## config.mk

```make
export PLATFORM = sky130hd
export DESIGN_NAME = dual_speed_counter
export DESIGN_NICKNAME = d
export VERILOG_FILES = /design/src/rtl/dual_speed_counter_pkg.sv /design/src/rtl/dual_rate_tick_gen.sv /design/src/rtl/dual_speed_counter.sv
export SDC_FILE = /design/constraint.sdc
export NUM_CORES = 1
export LEC_CHECK = 0
export CAP_MARGIN = 30
export CELL_PAD_IN_SITES_DETAIL_PLACEMENT = 2
export CELL_PAD_IN_SITES_GLOBAL_PLACEMENT = 2
export CORE_AREA = 2 2 80 82
export DETAILED_ROUTE_END_ITERATION = 10
export DIE_AREA = 0 0 82 84
export MAX_ROUTING_LAYER = met4
export PLACE_DENSITY_LB_ADDON = 0.3
export SETUP_SLACK_MARGIN = 0.3
export SYNTH_ARGS = -nofsm -noshare
export SYNTH_HDL_FRONTEND = slang
export SYNTH_SLANG_ARGS = --single-unit
export TNS_END_PERCENT = 100
```

## constraint.sdc

```tcl
create_clock -name clk -period 2.4 [get_ports clk]
set_input_delay 0.36 -clock clk [delete_from_list [all_inputs] [get_ports clk]]
set_output_delay 0.36 -clock clk [all_outputs]
set_load 0.02 [all_outputs]
```

## src/rtl/dual_speed_counter_pkg.sv

```systemverilog
// Shared defaults and the prescaler width helper for the dual-rate activity counter.
package dual_speed_counter_pkg;

  localparam int DEFAULT_WIDTH    = 8;
  localparam int DEFAULT_SLOW_DIV = 100_000_000;
  localparam int DEFAULT_FAST_DIV = 25_000_000;

  // A divisor of 1 or 2 still needs one prescaler bit.
  function automatic int presc_width(input int div);
    return (div <= 2) ? 1 : $clog2(div);
  endfunction

endpackage

```

## src/rtl/dual_rate_tick_gen.sv

```systemverilog
// Synchronizes the rate select and produces a one-cycle tick every SLOW_DIV or FAST_DIV clocks.
module dual_rate_tick_gen
  import dual_speed_counter_pkg::*;
#(
  parameter int SLOW_DIV = DEFAULT_SLOW_DIV,
  parameter int FAST_DIV = DEFAULT_FAST_DIV
) (
  input  logic clk,
  input  logic rst_n,
  input  logic sel,
  output logic tick
);

  localparam int PW = presc_width(SLOW_DIV);
  localparam logic [PW-1:0] SLOW_LAST = PW'(SLOW_DIV - 1);
  localparam logic [PW-1:0] FAST_LAST = PW'(FAST_DIV - 1);

  logic          sel_meta_reg;
  logic          sel_s_reg;
  logic          sel_p_reg;
  logic [PW-1:0] presc_reg;
  logic [PW-1:0] presc_next;
  logic [PW-1:0] last;
  logic          change;

  always_ff @(posedge clk or negedge rst_n) begin
    if (!rst_n) begin
      sel_meta_reg <= 1'b0;
      sel_s_reg    <= 1'b0;
      sel_p_reg    <= 1'b0;
    end else begin
      sel_meta_reg <= sel;
      sel_s_reg    <= sel_meta_reg;
      sel_p_reg    <= sel_s_reg;
    end
  end

  assign change = sel_s_reg ^ sel_p_reg;
  assign last   = sel_s_reg ? FAST_LAST : SLOW_LAST;

  // A rate change always restarts the period, so a prescaler left above the
  // new terminal value by the old rate can never run past the compare.
  always_comb begin
    presc_next = presc_reg + PW'(1);
    tick       = 1'b0;
    if (change) begin
      presc_next = '0;
    end else if (presc_reg == last) begin
      presc_next = '0;
      tick       = 1'b1;
    end
  end

  always_ff @(posedge clk or negedge rst_n) begin
    if (!rst_n) presc_reg <= '0;
    else        presc_reg <= presc_next;
  end

endmodule

```

## src/rtl/dual_speed_counter.sv

```systemverilog
// Free-running counter that advances on each tick from the dual-rate tick generator.
module dual_speed_counter
  import dual_speed_counter_pkg::*;
#(
  parameter int WIDTH    = DEFAULT_WIDTH,
  parameter int SLOW_DIV = DEFAULT_SLOW_DIV,
  parameter int FAST_DIV = DEFAULT_FAST_DIV
) (
  input  logic             clk,
  input  logic             rst_n,
  input  logic             sel,
  output logic [WIDTH-1:0] count
);

  logic             tick;
  logic [WIDTH-1:0] count_reg;

  dual_rate_tick_gen #(
    .SLOW_DIV(SLOW_DIV),
    .FAST_DIV(FAST_DIV)
  ) u_tick_gen (
    .clk  (clk),
    .rst_n(rst_n),
    .sel  (sel),
    .tick (tick)
  );

  // Wraps silently from all-ones to zero.
  always_ff @(posedge clk or negedge rst_n) begin
    if (!rst_n)    count_reg <= '0;
    else if (tick) count_reg <= count_reg + WIDTH'(1);
  end

  assign count = count_reg;

endmodule

```

Word-level counts from Yosys, hierarchy flattened
Cells that the tools add are included.
{ "totals": {"output_inout_bits": 8, "romBits": 0, "ramBits": 0, "memories": 0, "in_bits": 3, "elab_cells": 14, "ff_bits": 38, "latch_bits": 0} }
{ "classes": {"magnitude_cmp": 0, "shifts": 0, "n_div": 0, "eq_ne": 1, "mux": 5, "mul": 0, "n_bitwise": 1, "n_reduce_logical": 0, "n_addsub": 2} }
{ "ops": {"columns": ["cell", "n"], "rows": [
  ["27-bit two-way mux", 3],
  ["27-bit by 1-bit adder with 27-bit output (second input constant)", 1],
  ["27-bit equality test", 1],
  ["8-bit by 1-bit adder with 8-bit output (second input constant)", 1],
  ["1-bit two-way mux", 2],
  ["1-bit XOR", 1]
]} }

Logic depth before layout (Yosys ltp)
Gate-level depths: netlist (run 1).
{ "depth": {"word_depth": 4, "ltp_mapped": 7, "ltp_nobuf": 6} }

Modules after synthesis
From an unflattened synthesis (run 1), not the netlist that was laid out.
{ "unflattened": {"cells_unflattened": 184, "hier_area_um2": 1883.1} }
{ "by_module_without_submodules": {"columns": ["mod", "cells_per_inst", "n_inst", "area_each_um2", "seq_area_each_um2"], "rows": [
  ["dual_rate_tick_gen", 158, 1, 1545.2, 750.7],
  ["dual_speed_counter", 26, 1, 337.8, 200.2]
]} }

Worst setup path before layout (run 1)
Ideal clock, no wire load.
{ "synth_path": {"kind": "reg2reg", "startpoint": "register u_tick_gen.presc_reg[23]", "endpoint": "register count_reg[1] (netlist: count[1])", "arrival_ns": 1.685, "synth_period_minus_slack_ns": 1.812, "setup_time_ns": 0.127, "slack_ns": 0.588, "stages_incl_launch_ff": 6, "required_time_ns": 2.273, "path_cell_list": "dfrtp_1 -> or4b_1 -> o22ai_2 -> and4_1 -> buf_4 -> mux2_1"} }
{ "synth_via": {"elab_chain_len": 3} }
{ "synth_lines": {"columns": ["item", "line_no", "rtl"], "rows": [
  ["start, declared", "dual_rate_tick_gen.sv:21", "logic [PW-1:0] presc_reg;"],
  ["start signal, assigned", "dual_rate_tick_gen.sv:56", "else presc_reg <= presc_next;"],
  ["27-bit equality test", "dual_rate_tick_gen.sv:48", "end else if (presc_reg == last) begin"],
  ["1-bit two-way mux", "dual_rate_tick_gen.sv:48", null],
  ["1-bit two-way mux", "dual_rate_tick_gen.sv:46", "if (change) begin"],
  ["end signal, assigned", "dual_speed_counter.sv:31", "else if (tick) count_reg <= count_reg + WIDTH'(1);"],
  ["end, declared", "dual_speed_counter.sv:16", "logic [WIDTH-1:0] count_reg;"]
]} }
No other way between the ends.
A chain may end at the register's enable or synchronous reset.

Worst setup path in the final report (run 1)
Same ends and word-level chain as after synthesis.

==> results.yml, run 1 <==
placement:
  placement.cell_area_um2: 2050
  place_congestion: 0.766
  place.port_buffers: 10
  post-dp-hpwl_um: 3280
critical_path:
  cp.depth: 4
  reg_to_reg_critical_path_endpoint: "count[1]"
  crit_arrival_ps: 2120
  rr_worst_depth: 4
  crit_fanout: 8
  timing.critical_path.from: "u_tick_gen.presc_reg[23]"
  r2r-start: "u_tick_gen.presc_reg[23]"
  worst_path_class_setup: "flop to flop"
  timing.critical_path.max_delay_family: "simple AND/OR/NAND/NOR gates"
  timing.reg2reg.setup_slack_ps: 450
  worstPathRequired_ps: 2570
  worst_setup_path_end_kind: "flop"
  buf_inv_on_cp: 0
  cpMaxStageDelayCell: "sky130_fd_sc_hd__or4b_1"
  timing.critical_path.cells: "or4b_1 > o22ai_2 > and4_2 > mux2_1"
  worstSetupStartpointType: "flop"
  critical-path-max-stage-delay_ps: 550
  worst_setup_ep: "count[1]"
routing:
  remaining_drc_errors: 0
  avgRoutedWirePerCell_um: 16.5
  post_detailed_route_count_of_antenna_violating_nets: 0
  detailedRoute.firstPassIterationCount: 6
  drt_iter0_markers: 40
  vias: 1388
  route.detailed.vias_per_inst: 5.08
  routed_wirelength_um: 4510
logic_synthesis:
  synth.area.top_cells: "sky130_fd_sc_hd__dfrtp_1, sky130_fd_sc_hd__xor2_1, sky130_fd_sc_hd__xnor2_1, sky130_fd_sc_hd__nor2_1, sky130_fd_sc_hd__nand3_1"
  synthesis.area_per_instance_um2: 10.3
  syn_nets: 185
  ys_types: 33
  syn_area_um2: 1860
  synth.yosys.warnings: 0
  yosysTopAreaCellShare_pct: 51.1
  synth-seq-area-share_pct: 51.1
  ys_ff_latch: 38
  synth_largest_area_cell: "sky130_fd_sc_hd__dfrtp_1"
  gate_count_after_technology_mapping: 180
timing:
  worst_pin_slew_ps: 860
  report.final.setup_viol: 0
  rsz0062_at_grt: "yes"
  max_freq_mhz: 513
  slew_headroom_pct: 42.7
  final_max_slew_viol_count: 0
  min_period_over_period_pct: 81.2
  timing_hold_violations_final: 0
  finalWorstPathRequiredPeriod_ps: 1950
  fin_setup_tns_ps: 0
  hold_ws_ps: 181
  skew_ps: 6.56
grt:
  antenna_found_initial: 0
  grt_start_max_net_pins: 39
  grt_overflow_total: 0
  grt_pass1_wl_um: 7800
  gr-usage-all-layers_pct: 15.3
  number_of_global_route_vias_before_repair: 1557
final_layout:
  num_antenna_cells: 0
  layout_cells_sized_above_1_pct: 8.67
  syn2layout_area_growth_pct: 14.8
  finalNetCount: 201
  layout.cell_area.non_filler_um2: 2140
  largest_reg_flops: 27
cts:
  cts-root-buf: "sky130_fd_sc_hd__clkbuf_8"
  post_cts_resized: 0
  clkTransAtPathRegs_ps: 80
  clock_insertion_delay_worst_skew_ps: 290
  hold_buffers: 0
  cts_num_sinks: 38
  tritoncts: "done"
  cts_made_buffers: 5
  max-clock-path-buffers: 2
  cts.repair_timing.setup_buffer_count: 0
  cts_max_level: 2
die:
  area_of_the_die_um2: 6890
  start_util_pct: 30.5
  fp.coreArea_um2: 6100
  ios: 11
  fp-row-count: 29
  die_h_um: 84
  fp.dieW_um: 82
power:
  combPwrFrac_pct: 5.2
  p_per_area_nw_per_um2: 534
  power.static_leakage_uw: 0.000895
  pwr-share-seq_pct: 58.0
  part_of_the_total_power_dissipated_in_the_clock_network_pct: 36.8
  cell_internal_pwr_uw: 867
  switching_power_uw: 274
  power.share.switching_pct: 24.0
  vdd_ir_drop_max_mv: 0.258
min_path:
  worst_hold_path_type: "primary input to async pin"
run:
  max_cap_violations: 0
outcome:
  run_status: "completed"
[through the flow]
step / std cells / util (%) / total power (uW) / setup WS [ps]
2_1_floorplan: 180 / - / 707 / 588
3_3_place_gp: 266 / 33.6 / 731 / 427
3_5_place_dp: 266 / 33.6 / 737 / 361
4_1_cts: 273 / 34.8 / 1170 / 355
5_1_grt: 273 / 35.1 / 1200 / 312
6_report: 273 / 35.1 / 1140 / 450
[worst min path at each step]
| stage | startpoint | endpoint | slack (ps) | cells past startpoint |
|---|---|---|---|---|
| 2_1_floorplan | rst_n | count[0] | 60 | 0 |
| 3_3_place_gp | u_tick_gen.sel_meta_reg | u_tick_gen.sel_s_reg | 330 | 0 |
| 3_5_place_dp | u_tick_gen.sel_meta_reg | u_tick_gen.sel_s_reg | 370 | 0 |
| 4_1_cts | rst_n | count[1] | 210 | 1 |
| 5_1_grt | rst_n | count[1] | 250 | 1 |
| 6_report | rst_n | count[1] | 180 | 1 |
[synthesized netlist by cell type]
cell	instances
sky130_fd_sc_hd__nor4_1	3
sky130_fd_sc_hd__nand2b_1	2
sky130_fd_sc_hd__dfrtp_1	38
sky130_fd_sc_hd__nor3b_1	1
sky130_fd_sc_hd__nor3_1	3
sky130_fd_sc_hd__nand4_2	1
sky130_fd_sc_hd__a31oi_1	1
sky130_fd_sc_hd__mux2_1	1
sky130_fd_sc_hd__inv_1	4
sky130_fd_sc_hd__buf_4	4
sky130_fd_sc_hd__o22ai_2	1
sky130_fd_sc_hd__or4b_1	2
sky130_fd_sc_hd__and4_1	3
sky130_fd_sc_hd__nor2_2	1
sky130_fd_sc_hd__nor2_1	27
sky130_fd_sc_hd__nand2_2	1
sky130_fd_sc_hd__o21ai_1	1
sky130_fd_sc_hd__ha_1	2
sky130_fd_sc_hd__xor2_1	18
sky130_fd_sc_hd__and3_1	5
sky130_fd_sc_hd__xnor2_1	13
sky130_fd_sc_hd__nand2_1	12
sky130_fd_sc_hd__a21oi_1	1
sky130_fd_sc_hd__nand4_1	9
sky130_fd_sc_hd__or3_1	3
sky130_fd_sc_hd__a311o_1	1
sky130_fd_sc_hd__nand3_1	14
sky130_fd_sc_hd__nand3_2	1
sky130_fd_sc_hd__and2_1	2
sky130_fd_sc_hd__o21ai_0	1
sky130_fd_sc_hd__nor4_2	1
sky130_fd_sc_hd__o21ai_2	1
sky130_fd_sc_hd__nand4bb_1	2
[power groups by stage]
| stage | logic, uW | registers (uW) | clock network, uW |
|---|---|---|---|
| 4_1_cts | 62.3 | 662 | 441 |
| 3_5_place_dp | 61.8 | 675 | 0 |
| 5_1_grt | 69.9 | 664 | 462 |
| 3_3_place_gp | 57.3 | 673 | 0 |
| 6_report | 59.2 | 662 | 420 |
| 2_1_floorplan | 35.3 | 672 | 0 |
[cells in the final DEF (no fill, tap or decap), types with 4 or more instances in the layout]
master	instances
sky130_fd_sc_hd__dfrtp_1	38
sky130_fd_sc_hd__nand3_1	14
sky130_fd_sc_hd__and3_1	5
sky130_fd_sc_hd__xnor2_1	13
sky130_fd_sc_hd__clkbuf_8	5
sky130_fd_sc_hd__clkdlybuf4s50_1	9
sky130_fd_sc_hd__nand4_1	9
sky130_fd_sc_hd__nand2_1	12
sky130_fd_sc_hd__inv_1	4
sky130_fd_sc_hd__xor2_1	18
sky130_fd_sc_hd__nor2_1	27
[cell type report]
class | instances | area (um2)
Tap cell | 77 | 96.3
Fill cell | 680 | 3960
Inverter | 4 | 15.0
Sequential cell | 38 | 951
Timing Repair Buffer | 13 | 118
Clock buffer | 7 | 76.3
Multi-Input combinational cell | 134 | 881
[routing by layer]
metal | GRT usage [%] | part of all wire [%] | wire (um) | up-vias
met5 | - | 0 | 0 | -
li1 | - | - | - | 649
met1 | 18.7 | 44 | 1990 | 720
met3 | 3.68 | 2.5 | 112 | 6
met4 | 4.85 | 1.3 | 59 | 0
met2 | 24.7 | 52 | 2350 | 13
[kinds of logic (layout without fill, tap and decap cells)]
family                   count (synthesis)  after routing  synth area share (%)
AND/OR/NAND/NOR                         93             93                  27.2
flip-flops                              38             38                  51.1
XOR/XNOR                                31             31                  14.6
buffers and inverters                    8             24                  2.42
AO/OA/AOI/OAI                            7              7                  2.82
adder cells (fa/ha/maj)                  2              2                  1.34
multiplexers                             1              1                 0.605
No activity file was read; power rests on OpenSTA's default activity.
==> inputs of run 2 (changes only) <==
==> constraint.sdc (replaced) <==
create_clock -name clk -period 1.65 [get_ports clk]
set_input_delay 0.2475 -clock clk [delete_from_list [all_inputs] [get_ports clk]]
set_output_delay 0.2475 -clock clk [all_outputs]
set_load 0.02 [all_outputs]
==> run 2 against run 1 <==
The run now ends with negative setup slack left; critical path type unchanged; register-to-register slack lost 680 ps; sequential power grew 45%; sequential cell count is the same; combinational power grew 130%; hold slack lost 180 ps; via count grew 13%; critical endpoint unchanged; die area is the same; utilization grew 8.8 points; clock skew shrank 1.1 ps; non-clock buffer count grew 48; sequential share of layout area shrank 8.9 points; design area grew 25%.
==> results.yml, run 2 (synthesis results as in run 1) <==
cts:
  cts-root-buf: "sky130_fd_sc_hd__clkbuf_8"
  hold_buffers: 0
  clkTransAtPathRegs_ps: 80
  cts_max_level: 2
  cts_made_buffers: 5
  cts_num_sinks: 38
  tritoncts: "done"
  max-clock-path-buffers: 2
  clock_insertion_delay_worst_skew_ps: 290
critical_path:
  worstSetupStartpointType: "flop"
  cp.depth: 5
  reg_to_reg_critical_path_endpoint: "count[1]"
  worstPathRequired_ps: 1830
  timing.critical_path.max_delay_family: "simple AND/OR/NAND/NOR gates"
  cpMaxStageDelayCell: "sky130_fd_sc_hd__or4b_4"
  buf_inv_on_cp: 1
  crit_fanout: 8
  worst_setup_path_end_kind: "flop"
  rr_worst_depth: 5
  timing.critical_path.from: "u_tick_gen.presc_reg[7]"
  worst_path_class_setup: "flop to flop"
  timing.critical_path.cells: "or4b_4 > o22ai_4 > and4_1 > buf_6 > mux2_4"
  timing.reg2reg.setup_slack_ps: -230
  crit_arrival_ps: 2060
  worst_setup_ep: "count[1]"
  r2r-start: "u_tick_gen.presc_reg[7]"
  critical-path-max-stage-delay_ps: 560
timing:
  hold_ws_ps: 3.24
  max_freq_mhz: 532
  slew_headroom_pct: 66.6
  rsz0062_at_grt: "yes"
  finalWorstPathRequiredPeriod_ps: 1880
  min_period_over_period_pct: 114
  skew_ps: 5.43
  timing_hold_violations_final: 0
  worst_pin_slew_ps: 500
  setup_ws_ps: -228
  report.final.setup_viol: 35
  final_max_slew_viol_count: 0
grt:
  gr-usage-all-layers_pct: 19.0
  grt_pass1_wl_um: 9700
  number_of_global_route_vias_before_repair: 1827
  antenna_found_initial: 0
  grt_overflow_total: 0
  grt_start_max_net_pins: 39
final_layout:
  layout.cells.most_common: "sky130_fd_sc_hd__buf_4"
  final_cell_mix: "sky130_fd_sc_hd__buf_4, sky130_fd_sc_hd__dfrtp_1, sky130_fd_sc_hd__nor2_1"
  layout_cells_sized_above_1_pct: 33.9
  finalNetCount: 249
  num_antenna_cells: 0
  syn2layout_area_growth_pct: 43.5
  fillers: 643
  largest_reg_flops: 27
die:
  fp.coreArea_um2: 6100
  area_of_the_die_um2: 6890
  ios: 11
  fp-row-count: 29
  start_util_pct: 30.5
  fp.dieW_um: 82
  die_h_um: 84
power:
  power.total_uw: 1900
  power.static_leakage_uw: 0.00121
  p_per_area_nw_per_um2: 712
  vdd_ir_drop_max_mv: 0.439
placement:
  place.port_buffers: 10
  place_congestion: 0.777
  post-dp-hpwl_um: 3900
routing:
  remaining_drc_errors: 0
  detailedRoute.firstPassIterationCount: 4
  routed_wirelength_um: 5610
  vias: 1570
  post_detailed_route_count_of_antenna_violating_nets: 0
  route.detailed.vias_per_inst: 4.88
  drt_iter0_markers: 32
  avgRoutedWirePerCell_um: 17.4
run:
  max_cap_violations: 0
outcome:
  violated_checks: "negative setup slack"
  run_status: "complete, but fails checks"
min_path:
  worst_hold_path_type: "primary input to async pin"
run 2: cell count changes in the layout (fill, tap and decap cells not counted), moves of 2 or more:
| cell | previous run | this run |
|---|---|---|
| sky130_fd_sc_hd__buf_4 | 3 | 46 |
| sky130_fd_sc_hd__clkdlybuf4s50_1 | 9 | 1 |
| sky130_fd_sc_hd__dlygate4sd2_1 | 0 | 5 |
| sky130_fd_sc_hd__buf_6 | 0 | 4 |
| sky130_fd_sc_hd__nand3_1 | 14 | 11 |
| sky130_fd_sc_hd__clkbuf_1 | 2 | 0 |
| sky130_fd_sc_hd__clkdlybuf4s15_1 | 0 | 2 |
| sky130_fd_sc_hd__clkinvlp_4 | 0 | 2 |
| sky130_fd_sc_hd__nand3_2 | 1 | 3 |
run 2: layer usage:
layer  global-route usage (%)  routed length [um]
met1                     22.2                2340
met2                     33.3                3100
met3                     3.03                 112
met4                     5.00                  67
met5                        -                   0
run 2: worst min path at each step:
stage	startpoint	end	slack, ps	cells after the start
after floorplan	rst_n	count[0]	-50	0
after global placement	rst_n	u_tick_gen.presc_reg[14]	330	2
after detailed placement	rst_n	u_tick_gen.presc_reg[14]	340	2
after CTS	rst_n	u_tick_gen.presc_reg[2]	20	2
after global routing	rst_n	u_tick_gen.presc_reg[2]	40	2
final	rst_n	u_tick_gen.presc_reg[3]	3	2
run 2: power breakdown:
| part | leakage, uW | switching, uW | internal (uW) | total, uW |
|---|---|---|---|---|
| clock network | 0.0000504 | 356 | 450 | 806 |
| registers | 0.000522 | 10.7 | 946 | 957 |
| logic | 0.000634 | 81.5 | 57.5 | 139 |
run 2: area by class of cell:
type	count	area (um2)	share of cell area, %
sequential	38	951	35.6
inverter	4	15.0	0.562
clock buffer	5	68.8	2.58
multi-input combinational	134	995	37.2
clock inverter	3	45.0	1.69
timing repair buffer	61	500	18.7
tap	77	96.3	3.61
run 2: worst reg2reg max path, cell delays in order, from the launching register on:
cell	delay, ps
sky130_fd_sc_hd__dfrtp_1	400
sky130_fd_sc_hd__or4b_4	560
sky130_fd_sc_hd__o22ai_4	150
sky130_fd_sc_hd__and4_1	230
sky130_fd_sc_hd__buf_6	140
sky130_fd_sc_hd__mux2_4	300
run 2: what timing repair did:
item / CTS / global route
endpoints found under the hold margin: 0 / 0
pin swaps: 16 / 5
resized for setup: 32 / 4
setup buffers: 7 / 0
endpoints found under the setup margin: 43 / 37
run 2: per-stage QoR:
step	setup slack (ps)	cells	setup TNS (ps)	util [%]	cell area [um2]
finish	-228	322	-4890	43.8	2670
global route	-307	322	-8190	43.8	2670
CTS	-203	322	-3880	43.3	2640
detailed placement	-231	307	-5080	39.1	2380
global placement	-186	307	-3000	39.1	2380
floorplan	-151	180	-1840	-	1890
==> inputs of run 3 (changes only) <==
--- a/config.mk
+++ b/config.mk
@@ -11,6 +11,7 @@
 export CORE_AREA = 2 2 80 82
 export DETAILED_ROUTE_END_ITERATION = 10
 export DIE_AREA = 0 0 82 84
+export HOLD_SLACK_MARGIN = 0.12
 export MAX_ROUTING_LAYER = met4
 export PLACE_DENSITY_LB_ADDON = 0.3
 export SETUP_SLACK_MARGIN = 0.3
==> run 3 against run 2 <==
The run still ends with negative setup slack left; non-clock buffer count up 1; sequential share of layout area decreased by 0.13 points; hold slack gained 360 ps; routed wire length rose by 0.14%; critical path type unchanged; critical endpoint unchanged; largest power group unchanged.
==> results.yml, run 3 (synthesis results as in run 1) <==
outcome:
  run_status: "complete, but fails checks"
  violated_checks: "negative setup slack"
die:
  area_of_the_die_um2: 6890
  fp.coreArea_um2: 6100
  fp-row-count: 29
  fp.dieW_um: 82
  start_util_pct: 30.5
  ios: 11
  die_h_um: 84
routing:
  detailedRoute.firstPassIterationCount: 4
  vias: 1572
  drt_iter0_markers: 31
  post_detailed_route_count_of_antenna_violating_nets: 0
  remaining_drc_errors: 0
  routed_wirelength_um: 5620
  route.detailed.vias_per_inst: 4.87
  avgRoutedWirePerCell_um: 17.4
critical_path:
  worstPathRequired_ps: 1830
  cpMaxStageDelayCell: "sky130_fd_sc_hd__or4b_4"
  timing.critical_path.cells: "or4b_4 > o22ai_4 > and4_1 > buf_6 > mux2_4"
  timing.critical_path.from: "u_tick_gen.presc_reg[7]"
  timing.reg2reg.setup_slack_ps: -230
  critical-path-max-stage-delay_ps: 560
  crit_arrival_ps: 2060
  reg_to_reg_critical_path_endpoint: "count[1]"
  rr_worst_depth: 5
  crit_fanout: 8
  worstSetupStartpointType: "flop"
  r2r-start: "u_tick_gen.presc_reg[7]"
  worst_path_class_setup: "flop to flop"
  worst_setup_path_end_kind: "flop"
min_path:
  worst_hold_path.num_cells: 0
  min_to: "u_tick_gen.sel_s_reg"
  hold_start: "u_tick_gen.sel_meta_reg"
  worst_hold_path_type: "flop to flop"
final_layout:
  layout.cells.most_common: "sky130_fd_sc_hd__buf_4"
  final_core_utilization_pct: 44.0
  fillers: 640
  num_antenna_cells: 0
  fin_cells: 323
  largest_reg_flops: 27
  syn2layout_area_growth_pct: 44.0
  final_cell_mix: "sky130_fd_sc_hd__buf_4, sky130_fd_sc_hd__dfrtp_1, sky130_fd_sc_hd__nor2_1"
  layout_cells_sized_above_1_pct: 33.7
  layout.cell_area.non_filler_um2: 2680
  finalNetCount: 250
placement:
  placed_insts: 307
  place_congestion: 0.777
  placement.setup.worst_slack_ps: -231
  post-dp-hpwl_um: 3900
  place.port_buffers: 10
  placement.cell_area_um2: 2380
timing:
  skew_ps: 5.43
  setup_ws_ps: -228
  final_max_slew_viol_count: 0
  report.final.setup_viol: 35
  timing_hold_violations_final: 0
  slew_headroom_pct: 66.6
  finalWorstPathRequiredPeriod_ps: 1880
  rsz0062_at_grt: "yes"
  max_freq_mhz: 532
  worst_pin_slew_ps: 500
  min_period_over_period_pct: 114
cts:
  cts_made_buffers: 5
  cts_num_sinks: 38
  max-clock-path-buffers: 2
  clock_insertion_delay_worst_skew_ps: 290
  clkTransAtPathRegs_ps: 80
  cts_max_level: 2
  tritoncts: "done"
  cts-root-buf: "sky130_fd_sc_hd__clkbuf_8"
grt:
  antenna_found_initial: 0
  number_of_global_route_vias_before_repair: 1827
  grt_pass1_wl_um: 9700
  grtUsageMet3_pct: 3.03
  globalRoute.busiestLayer: "met2"
  met2_usage_pct: 33.3
  grt_overflow_total: 0
  global_route.usage.met1_pct: 22.2
  gr-usage-all-layers_pct: 19.0
  grt_start_max_net_pins: 39
power:
  vdd_ir_drop_max_mv: 0.439
  power.static_leakage_uw: 0.00121
  p_per_area_nw_per_um2: 710
run:
  max_cap_violations: 0
run 3: cell count changes in the layout (fill, tap and decap cells not counted):
cell	previous run	this run
sky130_fd_sc_hd__dlygate4sd3_1	0	1
run 3: worst max-delay path by stage:
stage	end	slack, ps	cells after the start
final	count[1]	-230	5
after global routing	count[3]	-310	6
after CTS	count[1]	-200	5
after detailed placement	count[1]	-230	5
after global placement	count[1]	-190	5
after floorplan	count[1]	-150	5
run 3: what timing repair did:
action,in CTS,in global routing
gates resized for setup,32,4
pin swaps,16,5
hold buffers,1,0
setup endpoints to repair,43,37
setup buffers,7,0
hold endpoints to repair,38,0
run 3: worst max-delay path: cells and delay by family (launching register included):
family	cells	cell delay (ps)
buf+inv	1	140
mux	1	300
compound gates	1	150
simple gates	2	790
flops	1	400
run 3: through the flow:
step | total power (uW) | setup TNS, ps | hold slack, ps
floorplan | 1040 | -1840 | -48.1
global placement | 1100 | -3000 | 329
detailed placement | 1110 | -5080 | 337
global route | 1980 | -8190 | 386
finish | 1900 | -4890 | 364
CTS | 1930 | -3880 | 363
run 3: power by group:
part           total (uW)  switching (uW)  internal (uW)  leakage (uW)
Clock                 806             356            450     0.0000504
Sequential            957            10.7            946      0.000522
Combinational         141            81.8           59.1      0.000639
run 3: area by class of cell:
| class | instances | area, um2 | share of cell area, % |
|---|---|---|---|
| multi-input combinational | 134 | 995 | 37.1 |
| clock buffer | 5 | 68.8 | 2.57 |
| sequential | 38 | 951 | 35.5 |
| timing repair buffer | 62 | 510 | 19.0 |
| clock inverter | 3 | 45.0 | 1.68 |
| tap | 77 | 96.3 | 3.59 |
| inverter | 4 | 15.0 | 0.560 |
run 3: layer usage:
| metal | wire (um) | vias to the layer above |
|---|---|---|
| met1 | 2340 | 803 |
| li1 | - | 745 |
| met2 | 3100 | 18 |
| met5 | 0 | - |
| met4 | 67 | 0 |
| met3 | 110 | 6 |
==> edit 1: new RTL, flow settings as in run 3 <==
The package constant `DEFAULT_SLOW_DIV` goes from 100_000_000 to 50_000_000.
--- a/src/rtl/dual_speed_counter_pkg.sv
+++ b/src/rtl/dual_speed_counter_pkg.sv
@@ -4,3 +4,3 @@
   localparam int DEFAULT_WIDTH    = 8;
-  localparam int DEFAULT_SLOW_DIV = 100_000_000;
+  localparam int DEFAULT_SLOW_DIV = 50_000_000;
   localparam int DEFAULT_FAST_DIV = 25_000_000;
Formal check against the unedited RTL: no difference found for any inputs over 10 cycles, from zero or initial values and one cycle with rst_n low; that may be too few to reach the edited logic, so the function may still have changed.
==> edit 1 against run 3 <==
- clock skew increased by 5.6 ps
- cell area increased by 14%
- the flow still finishes with violations (negative setup slack)
- maximum frequency increased by 5.2%
- global-route usage increased by 6.3 points
- area after synthesis increased by 6.2%
- wire length increased by 44%
- count of clock-buffer cells in the layout unchanged
- non-clock buffer count increased by 5
- setup slack improved by 93 ps
- total power increased by 16%
- highest routed layer unchanged
- sequential cell count decreased by 1
- clock power increased by 24%
==> edit 1: results (changes against run 3) <==
* DR WL/cell at 24.6 microns (+41%)
* Largest net degree at the start of global routing at 20 (-49%)
* Clock Skew at 11.1 ps (+5.63 ps)
* Critical Path Max Stage Delay at 430 ps (-130 ps)
* Post-layout util at 0.501 (+0.0614)
* Final setup TNS at -2110 ps (+2780 ps)
* Flop pwr share at 0.429 (-0.074)
* Gate Count Post-Synth at 184 (+2.2%)
* Largest register FFs at 26 (-3.7%)
* Final Wtd Congestion at 0.909 (+17%)
* Leakage at 1.33 nW (+10%)
* # nets final at 257 (+2.8%)
* Xor/xnor share of the synthesized area at 0.0886 (-0.0572)
* Yosys cell types at 40 (+21%)
* Max_slew headroom at 0.658 (-0.00886)
* Mux contribution to synthesized area at 0.00570 (-0.000352)
* First-pass GRT wire length at 12500 microns (+29%)
* Post-Synth Adder-Cell Area at 0.0190 (+0.00555)
* Cell Area, Placed at 2520 sq um (+5.7%)
* Dpl cells at 309 (+0.65%)
* Seq/Total Area, Yosys at 0.468 (-0.0424)
* P_sw at 0.000553 W (+23%)
* Status: finished, violations left
* FFs w/ async S/R, synth at 1.00 (unchanged)
* GRT Overall Usage at 0.253 (+0.0632)
* Filler instances at 595 (-7.0%)
* Syn Nets at 190 (+2.7%)
* Violated checks: negative setup slack
* Vias in the first global route at 2189 (+20%)
* Slowest cell on the critical path: dfrtp_1
* Share of layout cells above drive strength 1 at 0.532 (+0.194)
* Combinational power at 0.000262 W (+86%)
* Routed wire length at 8100 microns (+44%)
* Routed vias at 1846 (+17%)
* Worst vdd rail ir drop at 0.497 mV (+13%)
* PnR worst setup slack at -136 ps (+92.6 ps)
* Ranking of synthesized cells by area: dfrtp_1 47%, xor2_1 7.1%, and4_1 3.5%
* Setup slack after placement at -95.8 ps (+135 ps)
* Post-synth top cells: 37 x dfrtp_1, 16 x xor2_1, 14 x nor2_1
* Biggest fanout along the worst timing path at 5 (-3)
* Overall Power at 0.00221 W (+16%)
* Root buf cell: clkbuf_8
* Finish-stage setup viols at 34 (-2.9%)
* Arr. time, crit path at 2000 ps (-60 ps)
* Detailed placer's ending HPWL at 4590 microns (+18%)
edit 1: routing by layer:
metal,GRT usage,up-vias,routed length [microns]
li1,-,818,-
met1,0.297,982,3280
met2,0.444,29,4410
met3,0.0379,17,178
met4,0.0652,0,225
met5,-,-,0
edit 1: layout make-up:
cell class / instances / area share
timing repair buffer: 67 / 0.192
clock buffer: 5 / 0.0225
inverter: 2 / 0.00246
multi-input combinational: 138 / 0.424
sequential: 37 / 0.305
clock inverter: 3 / 0.0225
tap: 77 / 0.0315
edit 1: timing repair:
| item | 4_1_cts | 5_1_grt |
|---|---|---|
| gates resized for setup | 63 | 34 |
| cloned | 2 | 0 |
| setup buffers | 8 | 1 |
| endpoints found under the setup margin | 42 | 40 |
| endpoints found under the hold margin | 18 | 0 |
| pin swaps | 7 | 5 |
| hold buffers | 1 | 0 |
edit 1: worst paths after layout:
path / startpoint / to / slack (ps) / depth (start not counted)
max: u_tick_gen.presc_reg[7]$_DFF_PN0_ / u_tick_gen.presc_reg[15]$_DFF_PN0_ / -140 / 5
min: u_tick_gen.sel_meta_reg$_DFF_PN0_ / u_tick_gen.sel_s_reg$_DFF_PN0_ / 360 / 0
max reg2reg: u_tick_gen.presc_reg[7]$_DFF_PN0_ / u_tick_gen.presc_reg[15]$_DFF_PN0_ / -140 / 5
min reg2reg: u_tick_gen.sel_meta_reg$_DFF_PN0_ / u_tick_gen.sel_s_reg$_DFF_PN0_ / 360 / 0
max in group asynchronous: rst_n / u_tick_gen.presc_reg[8]$_DFF_PN0_ / 690 / 3
min in group asynchronous: rst_n / u_tick_gen.presc_reg[2]$_DFF_PN0_ / 450 / 2
edit 1: worst reg2reg max path, delay by kind of cell, from the launching register on:
kind	cells	cell delay [ps]
buffers and inverters	1	160
DFF	1	430
AOI/OAI and AO/OA	1	180
and+or+nand+nor	3	940
==> edit 2: new RTL, config.mk and constraints of run 3 <==
Made on the original files. Reset style: synchronous (`rst_n`), changed in 3 clocked blocks.
--- a/src/rtl/dual_rate_tick_gen.sv
+++ b/src/rtl/dual_rate_tick_gen.sv
@@ -25,3 +25,3 @@
 
-  always_ff @(posedge clk or negedge rst_n) begin
+  always_ff @(posedge clk) begin
     if (!rst_n) begin
@@ -53,3 +53,3 @@
 
-  always_ff @(posedge clk or negedge rst_n) begin
+  always_ff @(posedge clk) begin
     if (!rst_n) presc_reg <= '0;
--- a/src/rtl/dual_speed_counter.sv
+++ b/src/rtl/dual_speed_counter.sv
@@ -28,3 +28,3 @@
   // Wraps silently from all-ones to zero.
-  always_ff @(posedge clk or negedge rst_n) begin
+  always_ff @(posedge clk) begin
     if (!rst_n)    count_reg <= '0;
Behaviour: same outputs for any inputs over 10 cycles, from zero or initial values and one cycle with rst_n low; that may be too few to reach the edited logic, so the function may still have changed.
==> edit 2 against run 3 <==
- the run still ends with negative setup slack left
- global-route usage decreased by 0.75 points
- area after synthesis increased by 1.7%
- combinational power decreased by 28%
- cell area decreased by 4.0%
- sequential cell count unchanged
- total power decreased by 2.5%
- wire length decreased by 1.3%
- non-clock buffer count decreased by 22
- setup slack improved by 190 ps
- largest power group unchanged
- highest routed layer unchanged
==> edit 2: results (changes against run 3) <==
* Worst vdd rail ir drop at 0.379 mV (-14%)
* FFs w/ async S/R, synth at 0 (-1.00)
* Largest register FFs at 27 (unchanged)
* Clk buf depth at 2 (unchanged)
* Antenna diode count at 0 (unchanged)
* Hold EP: u_tick_gen.sel_s_reg$_SDFF_PN0_
* Arr. time, crit path at 1870 ps (-190 ps)
* Vias in the first global route at 1835 (+0.44%)
* Finish-stage setup viols at 27 (-23%)
* Leakage at 0.941 nW (-22%)
* I/O Buffers at 10 (unchanged)
* Post-synth top cells: 38 x dfxtp_1, 16 x nand2_1, 14 x a21oi_1, 14 x nor2_1, 10 x nand4_1
* Yosys cell types at 32 (-3.0%)
* Ranking of synthesized cells by area: dfxtp_1 40%, mux2i_1 4.2%, a21oi_1 3.7%
* # H-tree levels at 2 (unchanged)
* Status: finished, violations left
* Routed vias/inst at 5.39 (+11%)
* Critical Path Max Stage Delay at 350 ps (-210 ps)
* PnR worst setup slack at -37.8 ps (+190 ps)
* Clock Skew at 8.90 ps (+3.48 ps)
* Crit path max-delay family: buffers and inverters
* Final Wtd Congestion at 0.745 (-4.1%)
* GRT Overall Usage at 0.182 (-0.00745)
* # nets final at 249 (-0.40%)
* Worst Hold Launch: u_tick_gen.sel_meta_reg$_SDFF_PN0_
* Initial antenna violation count at 0 (unchanged)
* DR pass1 iterations at 4 (unchanged)
* Biggest fanout along the worst timing path at 14 (+6)
* Least-Margin Pin Slew at 378 ps (-123 ps)
* Drt first-iter violations at 77 (+150%)
* Seq/Total Area, Yosys at 0.402 (-0.109)
* Violated checks: negative setup slack
* Reg2reg start: u_tick_gen.presc_reg[17]$_SDFF_PP0_
* Clock Pin Slew Worst Setup and Hold Paths at roughly 90 ps
* Syn Nets at 212 (+15%)
* Filler instances at 663 (+3.6%)
* Routed wire length at 5550 microns (-1.3%)
* Reg2reg end: u_tick_gen.presc_reg[24]$_SDFF_PP0_
* Root buf cell: clkbuf_8
* Share of layout cells above drive strength 1 at 0.331 (-0.00679)
* First-pass GRT wire length at 9270 microns (-4.5%)
* WHS Path Cells at 1 (+1)
* Worst reg2reg path depth at 7 (+2)
* Detailed placer's ending HPWL at 3530 microns (-9.6%)
* Yosys warnings at 0 (unchanged)
* Cts bufs inserted at 5 (unchanged)
* Largest net degree at the start of global routing at 20 (-49%)
* Slowest cell on the critical path: dfxtp_2
* Hold Crit Class: reg -> reg
* Clk Latency, worst-skew pair at 310 ps (+20 ps)
==> edit 2: cell types whose count changed after synthesis, moves of 9 or more <==
cell	delta
a21oi_1	+13
dfrtp_1	-38
dfxtp_1	+38
nor2_1	-13
xnor2_1	-9
xor2_1	-10
==> edit 2: cells by family after synthesis <==
family / share of synthesized area
AND/OR/NAND/NOR: 0.337
flip-flops: 0.402
AO/OA/AOI/OAI: 0.111
buffers and inverters: 0.0396
XOR/XNOR: 0.0555
multiplexers: 0.0423
adder cells (fa/ha/maj): 0.0132
==> edit 2: worst register-to-register path, delay by kind of cell, from the launching register on <==
family / cells / cell delay [ps]
compound gates: 2 / 320
buf+inv: 3 / 480
flops: 1 / 350
simple gates: 2 / 430
==> edit 2: per-layer routing <==
layer  vias to the layer above  track usage  routed length [microns]
met4                         0       0.0591                       84
li1                        836            -                        -
met5                         -            -                        0
met2                        15        0.304                     2940
met1                       875        0.220                     2410
met3                         9       0.0325                      112
==> edit 2: cell type report <==
cell class                 count  share of cell area
multi-input combinational    155               0.457
clock inverter                 3              0.0175
inverter                       4             0.00583
timing repair buffer          40               0.150
sequential                    38               0.305
tap                           77              0.0374
clock buffer                   5              0.0267
==> edit 2: stage by stage <==
step                worst slack, ps  setup TNS (ps)  cell area, sq um  hold slack (ps)  std cells
floorplan                      91.2               0              1930              375        207
global placement              -45.0           -96.3              2240              416        305
detailed placement             -114           -1510              2240              432        305
CTS                           -5.98           -11.2              2580              454        322
global route                   -107           -2820              2570              462        322
finish                        -37.8            -541              2570              446        322
==> edit 2: worst max path at each step <==
stage / start / end / slack [ps] / cells after the start
CTS: u_tick_gen.presc_reg[17]$_SDFF_PP0_ / u_tick_gen.presc_reg[24]$_SDFF_PP0_ / -6 / 7
detailed placement: u_tick_gen.presc_reg[10]$_SDFF_PP0_ / count[1]$_SDFFE_PN0P_ / -110 / 4
finish: u_tick_gen.presc_reg[17]$_SDFF_PP0_ / u_tick_gen.presc_reg[24]$_SDFF_PP0_ / -40 / 7
global route: u_tick_gen.presc_reg[17]$_SDFF_PP0_ / u_tick_gen.presc_reg[22]$_SDFF_PP0_ / -110 / 7
floorplan: u_tick_gen.presc_reg[17]$_SDFF_PP0_ / u_tick_gen.presc_reg[21]$_SDFF_PP0_ / 90 / 5
global placement: u_tick_gen.presc_reg[10]$_SDFF_PP0_ / count[1]$_SDFFE_PN0P_ / -50 / 4
==> edit 2: what timing repair did <==
action / 4_1_cts / 5_1_grt
setup endpoints to repair: 43 / 39
pin swaps: 8 / 2
gates resized for setup: 38 / 8
hold buffers: 0 / 0
buffers inserted: 8 / 0
cloned: 1 / 0
==> edit 2: power by group <==
group	internal (W)	switching (W)	leakage [nW]
registers	0.000922	0.00000690	0.316
clock network	0.000450	0.000377	0.0504
logic	0.0000486	0.0000521	0.575
total	0.00142	0.000436	0.941
